[src/rtl/pc_pkg.sv]
// Shared types, widths and helpers for the program-counter / run-control stage.
package pc_pkg;

    // Run-control states of the core.
    typedef enum logic [1:0] {
        IDLE = 2'd0,
        RUN  = 2'd1,
        DONE = 2'd2
    } run_state_t;

    // Default widths of the program counter and of the relative branch offset.
    localparam int PC_W  = 10;
    localparam int OFS_W = 8;

    // Sign-extend a relative branch offset to program-counter width so the
    // branch add can be done as a plain modulo-2^PC_W addition.
    function automatic logic [PC_W-1:0] sign_ext(input logic [OFS_W-1:0] ofs);
        return {{(PC_W-OFS_W){ofs[OFS_W-1]}}, ofs};
    endfunction

endpackage

[src/rtl/pc_next_sel.sv]
// Combinational next-PC selection: hold, absolute jump, relative branch or increment.
module pc_next_sel
    import pc_pkg::*;
#(
    parameter int PC_W  = pc_pkg::PC_W,
    parameter int OFS_W = pc_pkg::OFS_W
) (
    input  logic [PC_W-1:0]  pc,
    input  logic             halt,
    input  logic             stall,
    input  logic             abs_jump,
    input  logic [PC_W-1:0]  target,
    input  logic             branch_taken,
    input  logic [OFS_W-1:0] rel_ofs,
    output logic [PC_W-1:0]  next_pc
);

    logic [PC_W-1:0] ofs_ext;

    // Package helper covers the default widths; other widths extend inline.
    generate
        if (PC_W == pc_pkg::PC_W && OFS_W == pc_pkg::OFS_W) begin : g_pkg_ext
            assign ofs_ext = sign_ext(rel_ofs);
        end else begin : g_inline_ext
            assign ofs_ext = {{(PC_W-OFS_W){rel_ofs[OFS_W-1]}}, rel_ofs};
        end
    endgenerate

    // Priority mux: halt and stall both freeze the PC, jump beats branch.
    always_comb begin
        next_pc = pc + 1'b1;
        if (halt || stall) begin
            next_pc = pc;
        end else if (abs_jump) begin
            next_pc = target;
        end else if (branch_taken) begin
            next_pc = pc + ofs_ext;
        end
    end

endmodule

[src/rtl/prog_ctr_fsm.sv]
// Program counter, run/done handshake and saturating RUN-cycle counter.
module prog_ctr_fsm
    import pc_pkg::*;
#(
    parameter int              PC_W       = pc_pkg::PC_W,
    parameter int              OFS_W      = pc_pkg::OFS_W,
    parameter logic [PC_W-1:0] START_ADDR = '0,
    parameter int              CNT_W      = 16
) (
    input  logic              Clk,
    input  logic              Reset,
    input  logic              Start,
    input  logic              Halt,
    input  logic              Stall,
    input  logic              AbsJump,
    input  logic [PC_W-1:0]   Target,
    input  logic              BranchTaken,
    input  logic [OFS_W-1:0]  RelOfs,
    output logic [PC_W-1:0]   ProgCtr,
    output logic              Running,
    output logic              Done,
    output logic [CNT_W-1:0]  CycleCnt
);

    run_state_t      state_reg;
    logic [PC_W-1:0] next_pc;

    pc_next_sel #(
        .PC_W  (PC_W),
        .OFS_W (OFS_W)
    ) u_next_sel (
        .pc           (ProgCtr),
        .halt         (Halt),
        .stall        (Stall),
        .abs_jump     (AbsJump),
        .target       (Target),
        .branch_taken (BranchTaken),
        .rel_ofs      (RelOfs),
        .next_pc      (next_pc)
    );

    // Run-control FSM with registered PC, counter and status flags.
    always_ff @(posedge Clk or posedge Reset) begin
        if (Reset) begin
            state_reg <= IDLE;
            ProgCtr   <= START_ADDR;
            Running   <= 1'b0;
            Done      <= 1'b0;
            CycleCnt  <= '0;
        end else begin
            case (state_reg)
                IDLE, DONE: begin
                    // A new program may start from idle or straight after the previous one.
                    if (Start) begin
                        state_reg <= RUN;
                        ProgCtr   <= START_ADDR;
                        CycleCnt  <= '0;
                        Running   <= 1'b1;
                        Done      <= 1'b0;
                    end
                end
                RUN: begin
                    ProgCtr <= next_pc;
                    if (CycleCnt != {CNT_W{1'b1}}) begin
                        CycleCnt <= CycleCnt + 1'b1;
                    end
                    if (Halt) begin
                        state_reg <= DONE;
                        Running   <= 1'b0;
                        Done      <= 1'b1;
                    end
                end
                default: begin
                    state_reg <= IDLE;
                    Running   <= 1'b0;
                    Done      <= 1'b0;
                end
            endcase
        end
    end

endmodule

[config.mk]
export PLATFORM = sky130hd
export DESIGN_NAME = prog_ctr_fsm
export DESIGN_NICKNAME = d
export VERILOG_FILES = /design/src/rtl/pc_pkg.sv /design/src/rtl/pc_next_sel.sv /design/src/rtl/prog_ctr_fsm.sv
export SDC_FILE = /design/constraint.sdc
export NUM_CORES = 1
export LEC_CHECK = 0
export ABC_AREA = 1
export CELL_PAD_IN_SITES_DETAIL_PLACEMENT = 1
export CELL_PAD_IN_SITES_GLOBAL_PLACEMENT = 2
export CORE_MARGIN = 1.5
export CORE_UTILIZATION = 28
export DETAILED_ROUTE_END_ITERATION = 8
export PLACE_DENSITY = 0.83
export SLEW_MARGIN = 25
export SYNTH_ARGS = -nofsm -noshare
export SYNTH_HDL_FRONTEND = slang
export SYNTH_SLANG_ARGS = --single-unit
[constraint.sdc]
create_clock -name Clk -period 3.5 [get_ports Clk]
set_clock_uncertainty 0.05 [all_clocks]
set_input_delay 1.05 -clock Clk [delete_from_list [all_inputs] [get_ports Clk]]
set_output_delay 1.05 -clock Clk [all_outputs]
set_load 0.02 [all_outputs]
[Word level (Yosys, flattened, before mapping)]
Index checks and enable logic that the tools add are counted.
Cells by class
  mux-type cells: 17
  eq/ne operators: 7
  add/sub/neg operators: 3
  reductions and logical operators: 7
Operators with widths (count)
  $mux W10: 4
  $mux W16: 2
  $pmux W16 S2: 1
  $pmux W10 S2: 1
  $add A16 B1 Y16 const B: 1
  $ne A16 B16 Y1 const B: 1
  $add A10 B1 Y10 const B: 1
  $add A10 B10 Y10: 1
  $ne A2 B2 Y1 const B: 4
  $reduce_and A3 Y1: 2
  $mux W1: 4
  $mux W2: 2
  $pmux W1 S2: 2
  $pmux W2 S2: 1
  $eq A2 B1 Y1 const B: 1
  $eq A2 B2 Y1 const B: 1
  $logic_not A2 Y1: 1
  $reduce_and A2 Y1: 1
  $reduce_bool A2 Y1: 1
  $reduce_or A2 Y1: 1
  $logic_or A1 B1 Y1: 1
Storage, ports and cells
  register bits: 30
  logic and storage cells: 39

[Longest topological paths before layout]
Gate-level depths: netlist of the first run.
  depth after elaboration: 5
  gate-level depth with buffers: 14

[Hierarchy]
A second synthesis of the first run with hierarchy kept.
Second synthesis, totals
  cells, all modules: 362
  area, all modules: 2313.5 um2
By module, submodules not included
  prog_ctr_fsm: cells an instance 215, seq. area each 725.7 um2, area an instance 1572.8 um2, times used 1
  pc_next_sel: cells an instance 147, seq. area each 0.0 um2, area an instance 740.7 um2, times used 1

[Worst setup path before layout of the first run]
Ideal clock, no wire load.
  path type: input to register
  start: input port BranchTaken
  end: register ProgCtr[6]
  setup time: 0.116 ns
  arrival: 2.452 ns
  cell stages on the path: 12
  required time: 3.334 ns
  slack: 0.882 ns
  path buffers: 1
  cells stage by stage: clkbuf_1 nand2_1 ha_1 fa_1 nand2_1 nand3_1 nand4_1 nand2_1 nand2_1 nand3_1 nand2_1 nand2_1
On the way
  word-level cells in the longest chain between the ends: 4
Ends and longest elaborated chain
  from (decl): line prog_ctr_fsm.sv:17  | input logic BranchTaken,
  $mux W10: line pc_next_sel.sv:36  | end else if (branch_taken) begin
  $mux W10: line pc_next_sel.sv:34  | end else if (abs_jump) begin
  $mux W10: line pc_next_sel.sv:32  | if (halt || stall) begin
  $pmux W10 S2: line prog_ctr_fsm.sv:51  | case (state_reg)
  to (signal assigned): line prog_ctr_fsm.sv:63  | ProgCtr <= next_pc;
  to (decl): line prog_ctr_fsm.sv:19  | output logic [PC_W-1:0] ProgCtr,
No other way between the ends. The select of a mux whose other input is x is not followed.
A chain may end at the register's enable or synchronous reset.

[Worst setup path in the final report of the first run]
  start: input port BranchTaken
  end: register ProgCtr[8]
The elaborated chain is that of the path after synthesis.

==> results of run 1 <==
==> metal layers <==
layer | track usage [%] | vias up | routed length [µm]
li1 | - | 1093 | -
met1 | 20.6 | 1022 | 2820
met2 | 28.8 | 38 | 3000
met3 | 2.88 | 6 | 166
met4 | 4.37 | 0 | 68
met5 | 0 | - | 0
==> through the flow <==
step                util (%)  area, µm²
global placement        37.6       2740
CTS                     38.7       2820
detailed placement      37.6       2740
finish                  38.7       2820
floorplan                  -       2110
global route            38.7       2820
==> synth_stat cells, drive strengths merged <==
| library cell | count |
|---|---|
| ha | 10 |
| inv | 34 |
| nand4 | 5 |
| xnor2 | 5 |
| o21ai | 19 |
| o21bai | 1 |
| dfrtp | 29 |
| nor3 | 1 |
| nand3b | 1 |
| fa | 1 |
| o31ai | 2 |
| nand2 | 114 |
| or2 | 2 |
| o21a | 1 |
| buf | 2 |
| nand3 | 22 |
| a31o | 1 |
| clkbuf | 4 |
| xor2 | 7 |
| a21oi | 5 |
| nor2 | 45 |
| o2111ai | 1 |
==> how the worst max path moves through the flow <==
stage | from | endpoint | slack, ns | depth (start not counted)
global placement | BranchTaken | ProgCtr[6] | 0.26 | 12
CTS | BranchTaken | ProgCtr[8] | 0.51 | 12
finish | BranchTaken | ProgCtr[8] | 0.57 | 12
floorplan | BranchTaken | ProgCtr[6] | 0.88 | 12
global route | BranchTaken | ProgCtr[6] | 0.33 | 12
detailed placement | BranchTaken | ProgCtr[8] | 0.22 | 12
==> power breakdown <==
group | leakage [nW] | internal (mW) | switching (mW)
Clock | 0.0395 | 0.141 | 0.138
Sequential | 0.393 | 0.385 | 0.0526
Combinational | 0.960 | 0.201 | 0.276
Total | 1.39 | 0.727 | 0.466
==> cells by family (layout without fill, tap and decap cells) <==
logic type                 Yosys count  after routing
AOI/OAI and AO/OA                   30             30
and+or+nand+nor                    190            190
DFF                                 29             29
adders and majority gates           11             11
buffers and inverters               40             96
xor gates and xnor gates            12             12
==> critical path, delay by kind of cell <==
family	cells	cell delay, ns
and+or+nand+nor	9	0.74
adders and majority gates	2	0.63
buffers and inverters	1	0.63
==> area by class of cell <==
cell class | instances | area, µm² | share of cell area (%)
multi-input combinational | 243 | 1230 | 43.6
sequential | 29 | 726 | 25.7
timing repair buffer | 54 | 536 | 19.0
inverter | 34 | 128 | 4.52
tap | 99 | 124 | 4.39
clock buffer | 8 | 80.1 | 2.84
==> impl_metrics.xml, run 1 <==
<?xml version="1.0" encoding="UTF-8"?>
<metrics>
  <group name="setup_path">
    <metric name="crit_top_cell" unit="">sky130_fd_sc_hd__nand2_1</metric>
    <metric name="critical_path_launch_point_type" unit="">input port</metric>
    <metric name="crit_path_end_kind" unit="">register</metric>
    <metric name="path_class" unit="">in2reg</metric>
    <metric name="worstReg2RegEnd" unit="">CycleCnt[13]</metric>
    <metric name="crit_path_cell_trace" unit="">clkdlybuf4s50_1 -&gt; nand2_1 -&gt; ha_1 -&gt; fa_1 -&gt; nand2_1 -&gt; nand3_1 -&gt; nand3_1 -&gt; nand2_1 -&gt; nand2_1 -&gt; nand3_1 -&gt; nand2_1 -&gt; nand2_1</metric>
    <metric name="cpMaxStageDelayCell" unit="">sky130_fd_sc_hd__clkdlybuf4s50_1</metric>
    <metric name="slowest_delay" unit="ns">0.63</metric>
    <metric name="worst-r2r-cell-count" unit="">8</metric>
    <metric name="r2r_slack" unit="ns">1.42</metric>
    <metric name="r2r-start" unit="">CycleCnt[1]</metric>
    <metric name="critPathMaxFanout" unit="">8</metric>
    <metric name="timing.critical_path.required" unit="ns">3.62</metric>
    <metric name="arrival" unit="ns">3.06</metric>
  </group>
  <group name="layout">
    <metric name="post_route_cells_drive_above_1_share" unit="%">4.35</metric>
    <metric name="reg_top3" unit="">CycleCnt x16, ProgCtr x10</metric>
    <metric name="mostFrequentLayoutCells" unit="">sky130_fd_sc_hd__nand2_1, sky130_fd_sc_hd__clkdlybuf4s50_1, sky130_fd_sc_hd__nor2_1</metric>
    <metric name="mostFrequentLayoutCell" unit="">sky130_fd_sc_hd__nand2_1</metric>
    <metric name="max_flop_register" unit="">CycleCnt</metric>
    <metric name="layout-area-overhead-vs-synth" unit="%">33.5</metric>
    <metric name="layout.nets" unit="">403</metric>
    <metric name="layout.cells.non_filler" unit="">467</metric>
    <metric name="largest_register_ffs" unit="">16</metric>
    <metric name="layout.filler_cells" unit="">965</metric>
    <metric name="inserted_diodes" unit="">0</metric>
  </group>
  <group name="clocking">
    <metric name="cts_htree_levels" unit="">2</metric>
    <metric name="cts_hold_buffers" unit="">0</metric>
    <metric name="clk_pin_slew_worst_paths" unit="ns">0.07</metric>
    <metric name="clk_tree_root_cell" unit="">sky130_fd_sc_hd__clkbuf_8</metric>
    <metric name="numCtsBuffers" unit="">5</metric>
    <metric name="clock_path_buffers" unit="">2</metric>
    <metric name="post_cts.resized_instances" unit="">0</metric>
    <metric name="clock_sink_count" unit="">29</metric>
    <metric name="worst_skew_pair.late_latency" unit="ns">0.29</metric>
    <metric name="tritoncts" unit="">done</metric>
    <metric name="cts_setup_buffers" unit="">0</metric>
  </group>
  <group name="timing">
    <metric name="period_minus_slack" unit="ns">2.93</metric>
    <metric name="slew_violations" unit="">0</metric>
    <metric name="final_hold_viol_count" unit="">0</metric>
    <metric name="worstMarginPinSlew" unit="ns">0.651</metric>
    <metric name="hold-worst-slack" unit="ns">0.459</metric>
    <metric name="timing.fmax" unit="MHz">341</metric>
    <metric name="setup_total_negative_slack" unit="ns">0</metric>
    <metric name="final_critical_path_setup_slack" unit="ns">0.568</metric>
    <metric name="slew_headroom" unit="%">56.5</metric>
    <metric name="final.period_utilization" unit="%">83.8</metric>
    <metric name="setup_violations" unit="">0</metric>
    <metric name="setup_repair_after_global_routing_missed_its_margin" unit="">no</metric>
  </group>
  <group name="min_path">
    <metric name="worstHoldStart" unit="">Running</metric>
    <metric name="holdCritPathClass" unit="">reg2reg</metric>
    <metric name="whs_path_depth" unit="">2</metric>
    <metric name="hold-path-endpoint" unit="">Running</metric>
  </group>
  <group name="grt">
    <metric name="groute.usage.overall" unit="%">16.4</metric>
    <metric name="maximum_number_of_pins_on_one_net_before_global_route_repair" unit="">30</metric>
    <metric name="antenna_violations_before_repair" unit="">0</metric>
    <metric name="grt_pass1_vias" unit="">2264</metric>
    <metric name="grt_overflow" unit="">0</metric>
    <metric name="grt_pass1_wl" unit="µm">10800</metric>
  </group>
  <group name="placed_design">
    <metric name="post-place-cells" unit="">459</metric>
    <metric name="gp_congestion" unit="">0.762</metric>
    <metric name="numPortBuffers" unit="">52</metric>
    <metric name="place_worst_setup_slack" unit="ns">0.216</metric>
    <metric name="hpwl_after_dpl" unit="µm">4610</metric>
  </group>
  <group name="synth">
    <metric name="syn_avg_cell_area" unit="µm²">6.78</metric>
    <metric name="post_synth_inst_count" unit="">312</metric>
    <metric name="netlist.top_cell.by_area" unit="">sky130_fd_sc_hd__dfrtp_1</metric>
    <metric name="post_synth_instance_area" unit="mm²">0.00211</metric>
    <metric name="post_synth_mux_area_share" unit="%">0</metric>
    <metric name="synth_sequential_area_ratio" unit="%">34.3</metric>
    <metric name="yosys.area_share.simple" unit="%">37.9</metric>
    <metric name="synth_top_family_by_area" unit="">simple AND/OR/NAND/NOR gates</metric>
    <metric name="synthesis.nets" unit="">348</metric>
    <metric name="synth_largest_type_area_fraction" unit="%">34.3</metric>
    <metric name="yosys_warnings" unit="">0</metric>
    <metric name="synth-compound-area-share" unit="%">8.46</metric>
    <metric name="post_synth_xor_area_fraction" unit="%">4.97</metric>
    <metric name="post_synthesis_cell_type_count" unit="">28</metric>
    <metric name="post_synth_fa_ha_maj_area_fraction" unit="%">6.86</metric>
    <metric name="yosys_register_bits" unit="">29</metric>
    <metric name="netlist_top_cells_area" unit="">sky130_fd_sc_hd__dfrtp_1, sky130_fd_sc_hd__nand2_1, sky130_fd_sc_hd__nor2_1</metric>
  </group>
  <group name="pwr">
    <metric name="leakage_power" unit="nW">1.39</metric>
    <metric name="power_density" unit="mW/mm²">423</metric>
    <metric name="ir_worst_vdd" unit="µV">161</metric>
    <metric name="p_total" unit="mW">1.19</metric>
  </group>
  <group name="routing">
    <metric name="drc" unit="">0</metric>
    <metric name="drt_first_iter_violations" unit="">54</metric>
    <metric name="dr.pass1.iters" unit="">4</metric>
    <metric name="routed_wirelength" unit="µm">6050</metric>
    <metric name="detail_route.vias_per_cell" unit="">4.62</metric>
    <metric name="via_total_after_detailed_routing" unit="">2159</metric>
    <metric name="ant_nets" unit="">0</metric>
    <metric name="routed_wire_length_per_instance" unit="µm">13.0</metric>
  </group>
  <group name="run_status">
    <metric name="status" unit="">finished clean</metric>
  </group>
  <group name="floorplanning">
    <metric name="core" unit="mm²">0.00729</metric>
    <metric name="fp-row-count" unit="">31</metric>
    <metric name="die_h" unit="µm">89.9</metric>
    <metric name="die_area" unit="mm²">0.00808</metric>
    <metric name="die-width" unit="µm">89.9</metric>
    <metric name="start_util" unit="%">29.0</metric>
    <metric name="boundaryPins" unit="">53</metric>
  </group>
  <group name="run">
    <metric name="maxcap_violations" unit="">0</metric>
  </group>
</metrics>
No activity file was read; power rests on OpenSTA's default activity.
==> inputs of run 2 (changes only) <==
--- a/config.mk
+++ b/config.mk
@@ -9,9 +9,9 @@
 export CELL_PAD_IN_SITES_DETAIL_PLACEMENT = 1
 export CELL_PAD_IN_SITES_GLOBAL_PLACEMENT = 2
 export CORE_MARGIN = 1.5
-export CORE_UTILIZATION = 28
+export CORE_UTILIZATION = 26
 export DETAILED_ROUTE_END_ITERATION = 8
-export PLACE_DENSITY = 0.83
+export PLACE_DENSITY = 0.78
 export SLEW_MARGIN = 25
 export SYNTH_ARGS = -nofsm -noshare
 export SYNTH_HDL_FRONTEND = slang
==> constraint.sdc (replaced) <==
create_clock -name Clk -period 2.8 [get_ports Clk]
set_clock_uncertainty 0.05 [all_clocks]
set_input_delay 0.84 -clock Clk [delete_from_list [all_inputs] [get_ports Clk]]
set_output_delay 0.84 -clock Clk [all_outputs]
set_load 0.02 [all_outputs]
==> run 2 against run 1 <==
Critical path depth rose by 2; combinational power rose by 35%; global-route usage fell by 0.61 points.
==> impl_metrics.xml, run 2 (synthesis gave the netlist of run 1 again) <==
<?xml version="1.0" encoding="UTF-8"?>
<metrics>
  <group name="grt">
    <metric name="grt_overflow" unit="">0</metric>
    <metric name="grt_pass1_wl" unit="µm">10800</metric>
    <metric name="maximum_number_of_pins_on_one_net_before_global_route_repair" unit="">30</metric>
    <metric name="grt_pass1_vias" unit="">2371</metric>
    <metric name="antenna_violations_before_repair" unit="">0</metric>
    <metric name="groute.usage.overall" unit="%">15.8</metric>
  </group>
  <group name="layout">
    <metric name="mostFrequentLayoutCells" unit="">sky130_fd_sc_hd__nand2_1, sky130_fd_sc_hd__clkdlybuf4s50_1, sky130_fd_sc_hd__nor2_1</metric>
    <metric name="inserted_diodes" unit="">0</metric>
    <metric name="layout.cells.non_filler" unit="">482</metric>
    <metric name="post-route-util" unit="%">37.5</metric>
    <metric name="mostFrequentLayoutCell" unit="">sky130_fd_sc_hd__nand2_1</metric>
    <metric name="max_flop_register" unit="">CycleCnt</metric>
    <metric name="reg_top3" unit="">CycleCnt x16, ProgCtr x10</metric>
    <metric name="layout-area-overhead-vs-synth" unit="%">38.3</metric>
    <metric name="final_cell_area" unit="mm²">0.00293</metric>
    <metric name="largest_register_ffs" unit="">16</metric>
    <metric name="post_route_cells_drive_above_1_share" unit="%">8.16</metric>
    <metric name="layout.nets" unit="">417</metric>
  </group>
  <group name="run">
    <metric name="maxcap_violations" unit="">0</metric>
  </group>
  <group name="clocking">
    <metric name="numCtsBuffers" unit="">5</metric>
    <metric name="cts_htree_levels" unit="">2</metric>
    <metric name="cts_hold_buffers" unit="">0</metric>
    <metric name="clk_tree_root_cell" unit="">sky130_fd_sc_hd__clkbuf_8</metric>
    <metric name="clock_path_buffers" unit="">2</metric>
    <metric name="post_cts.resized_instances" unit="">0</metric>
    <metric name="worst_skew_pair.late_latency" unit="ns">0.29</metric>
    <metric name="tritoncts" unit="">done</metric>
    <metric name="cts_setup_buffers" unit="">0</metric>
    <metric name="clk_pin_slew_worst_paths" unit="ns">0.06</metric>
    <metric name="clock_sink_count" unit="">29</metric>
  </group>
  <group name="pwr">
    <metric name="ir_worst_vdd" unit="µV">177</metric>
    <metric name="p_total" unit="mW">1.52</metric>
    <metric name="leakage_power" unit="nW">1.46</metric>
    <metric name="power_density" unit="mW/mm²">521</metric>
  </group>
  <group name="floorplanning">
    <metric name="die-width" unit="µm">93.2</metric>
    <metric name="fp-row-count" unit="">32</metric>
    <metric name="die_area" unit="mm²">0.00868</metric>
    <metric name="die_h" unit="µm">93.2</metric>
    <metric name="core" unit="mm²">0.00781</metric>
    <metric name="start_util" unit="%">27.1</metric>
    <metric name="boundaryPins" unit="">53</metric>
  </group>
  <group name="setup_path">
    <metric name="critical_path_launch_point_type" unit="">input port</metric>
    <metric name="crit_path_end_kind" unit="">register</metric>
    <metric name="r2r-start" unit="">CycleCnt[0]</metric>
    <metric name="timing.critical_path.from" unit="">BranchTaken</metric>
    <metric name="timing.critical_path.required" unit="ns">2.92</metric>
    <metric name="path_class" unit="">in2reg</metric>
    <metric name="critPathMaxFanout" unit="">7</metric>
    <metric name="arrival" unit="ns">2.64</metric>
  </group>
  <group name="min_path">
    <metric name="holdCritPathClass" unit="">reg2reg</metric>
    <metric name="worstHoldStart" unit="">Running</metric>
  </group>
  <group name="timing">
    <metric name="final.period_utilization" unit="%">89.9</metric>
    <metric name="setup_violations" unit="">0</metric>
    <metric name="worstMarginPinSlew" unit="ns">0.483</metric>
    <metric name="slew_headroom" unit="%">67.7</metric>
    <metric name="setup_repair_after_global_routing_missed_its_margin" unit="">no</metric>
    <metric name="hold-worst-slack" unit="ns">0.459</metric>
    <metric name="period_minus_slack" unit="ns">2.52</metric>
    <metric name="final_hold_viol_count" unit="">0</metric>
    <metric name="slew_violations" unit="">0</metric>
    <metric name="setup_total_negative_slack" unit="ns">0</metric>
    <metric name="timing.fmax" unit="MHz">397</metric>
    <metric name="final_critical_path_setup_slack" unit="ns">0.282</metric>
  </group>
  <group name="run_status">
    <metric name="status" unit="">finished clean</metric>
  </group>
  <group name="placed_design">
    <metric name="post-place-cells" unit="">476</metric>
    <metric name="placed_cell_area" unit="mm²">0.00285</metric>
    <metric name="place_worst_setup_slack" unit="ns">-0.0211</metric>
    <metric name="numPortBuffers" unit="">52</metric>
    <metric name="gp_congestion" unit="">0.762</metric>
    <metric name="hpwl_after_dpl" unit="µm">4820</metric>
  </group>
  <group name="routing">
    <metric name="routed_wire_length_per_instance" unit="µm">13.1</metric>
    <metric name="dr.pass1.iters" unit="">4</metric>
    <metric name="via_total_after_detailed_routing" unit="">2161</metric>
    <metric name="drt_first_iter_violations" unit="">47</metric>
    <metric name="drc" unit="">0</metric>
    <metric name="detail_route.vias_per_cell" unit="">4.48</metric>
    <metric name="ant_nets" unit="">0</metric>
    <metric name="routed_wirelength" unit="µm">6320</metric>
  </group>
</metrics>
-- run 2: cell types whose count changed in the layout (fill, tap and decap cells not counted), sizes merged --
cell	delta
clkbuf	-3
buf	+14
clkinv	+1
-- run 2: worst paths after layout --
| kind | to | slack [ns] | depth (start not counted) |
|---|---|---|---|
| setup / recovery | ProgCtr[7] | 0.28 | 14 |
| hold reg to reg | Running | 0.46 | 2 |
| min in group asynchronous | ProgCtr[4] | 0.89 | 3 |
| max in group asynchronous | CycleCnt[15] | 1.51 | 3 |
| hold / removal | Running | 0.46 | 2 |
| setup reg to reg | CycleCnt[13] | 0.80 | 8 |
-- run 2: where the power goes --
part	internal (mW)	switching, mW
clock	0.164	0.170
combinational	0.290	0.353
sequential	0.481	0.0673
total	0.934	0.590
-- run 2: layer usage --
layer  vias to the layer above  global-route usage [%]  routed length (µm)
met2                        33                    29.1                3180
met5                         -                       0                   0
li1                       1118                       -                   -
met1                      1004                    19.2                2890
met3                         6                    2.60                 200
met4                         0                    3.03                  54
-- run 2: critical path, stage by stage --
cell,delay (ns)
sky130_fd_sc_hd__clkdlybuf4s50_1,0.49
sky130_fd_sc_hd__buf_4,0.16
sky130_fd_sc_hd__nand2_1,0.05
sky130_fd_sc_hd__inv_1,0.05
sky130_fd_sc_hd__ha_1,0.22
sky130_fd_sc_hd__or2_2,0.28
sky130_fd_sc_hd__nand2_1,0.10
sky130_fd_sc_hd__inv_1,0.08
sky130_fd_sc_hd__nand2_1,0.10
sky130_fd_sc_hd__nand2_1,0.06
sky130_fd_sc_hd__nand2_1,0.05
sky130_fd_sc_hd__nand3_1,0.06
sky130_fd_sc_hd__nand2_1,0.06
sky130_fd_sc_hd__nand2_1,0.04
-- run 2: cell type report --
| class | count | area, µm² |
|---|---|---|
| multi-input cells | 243 | 1230 |
| fillers | 1002 | 4880 |
| flip-flops and latches | 29 | 726 |
| clock inverters | 1 | 5.00 |
| clock buffers | 5 | 68.8 |
| repair buffers | 68 | 641 |
| inverters | 34 | 128 |
| well taps | 102 | 128 |
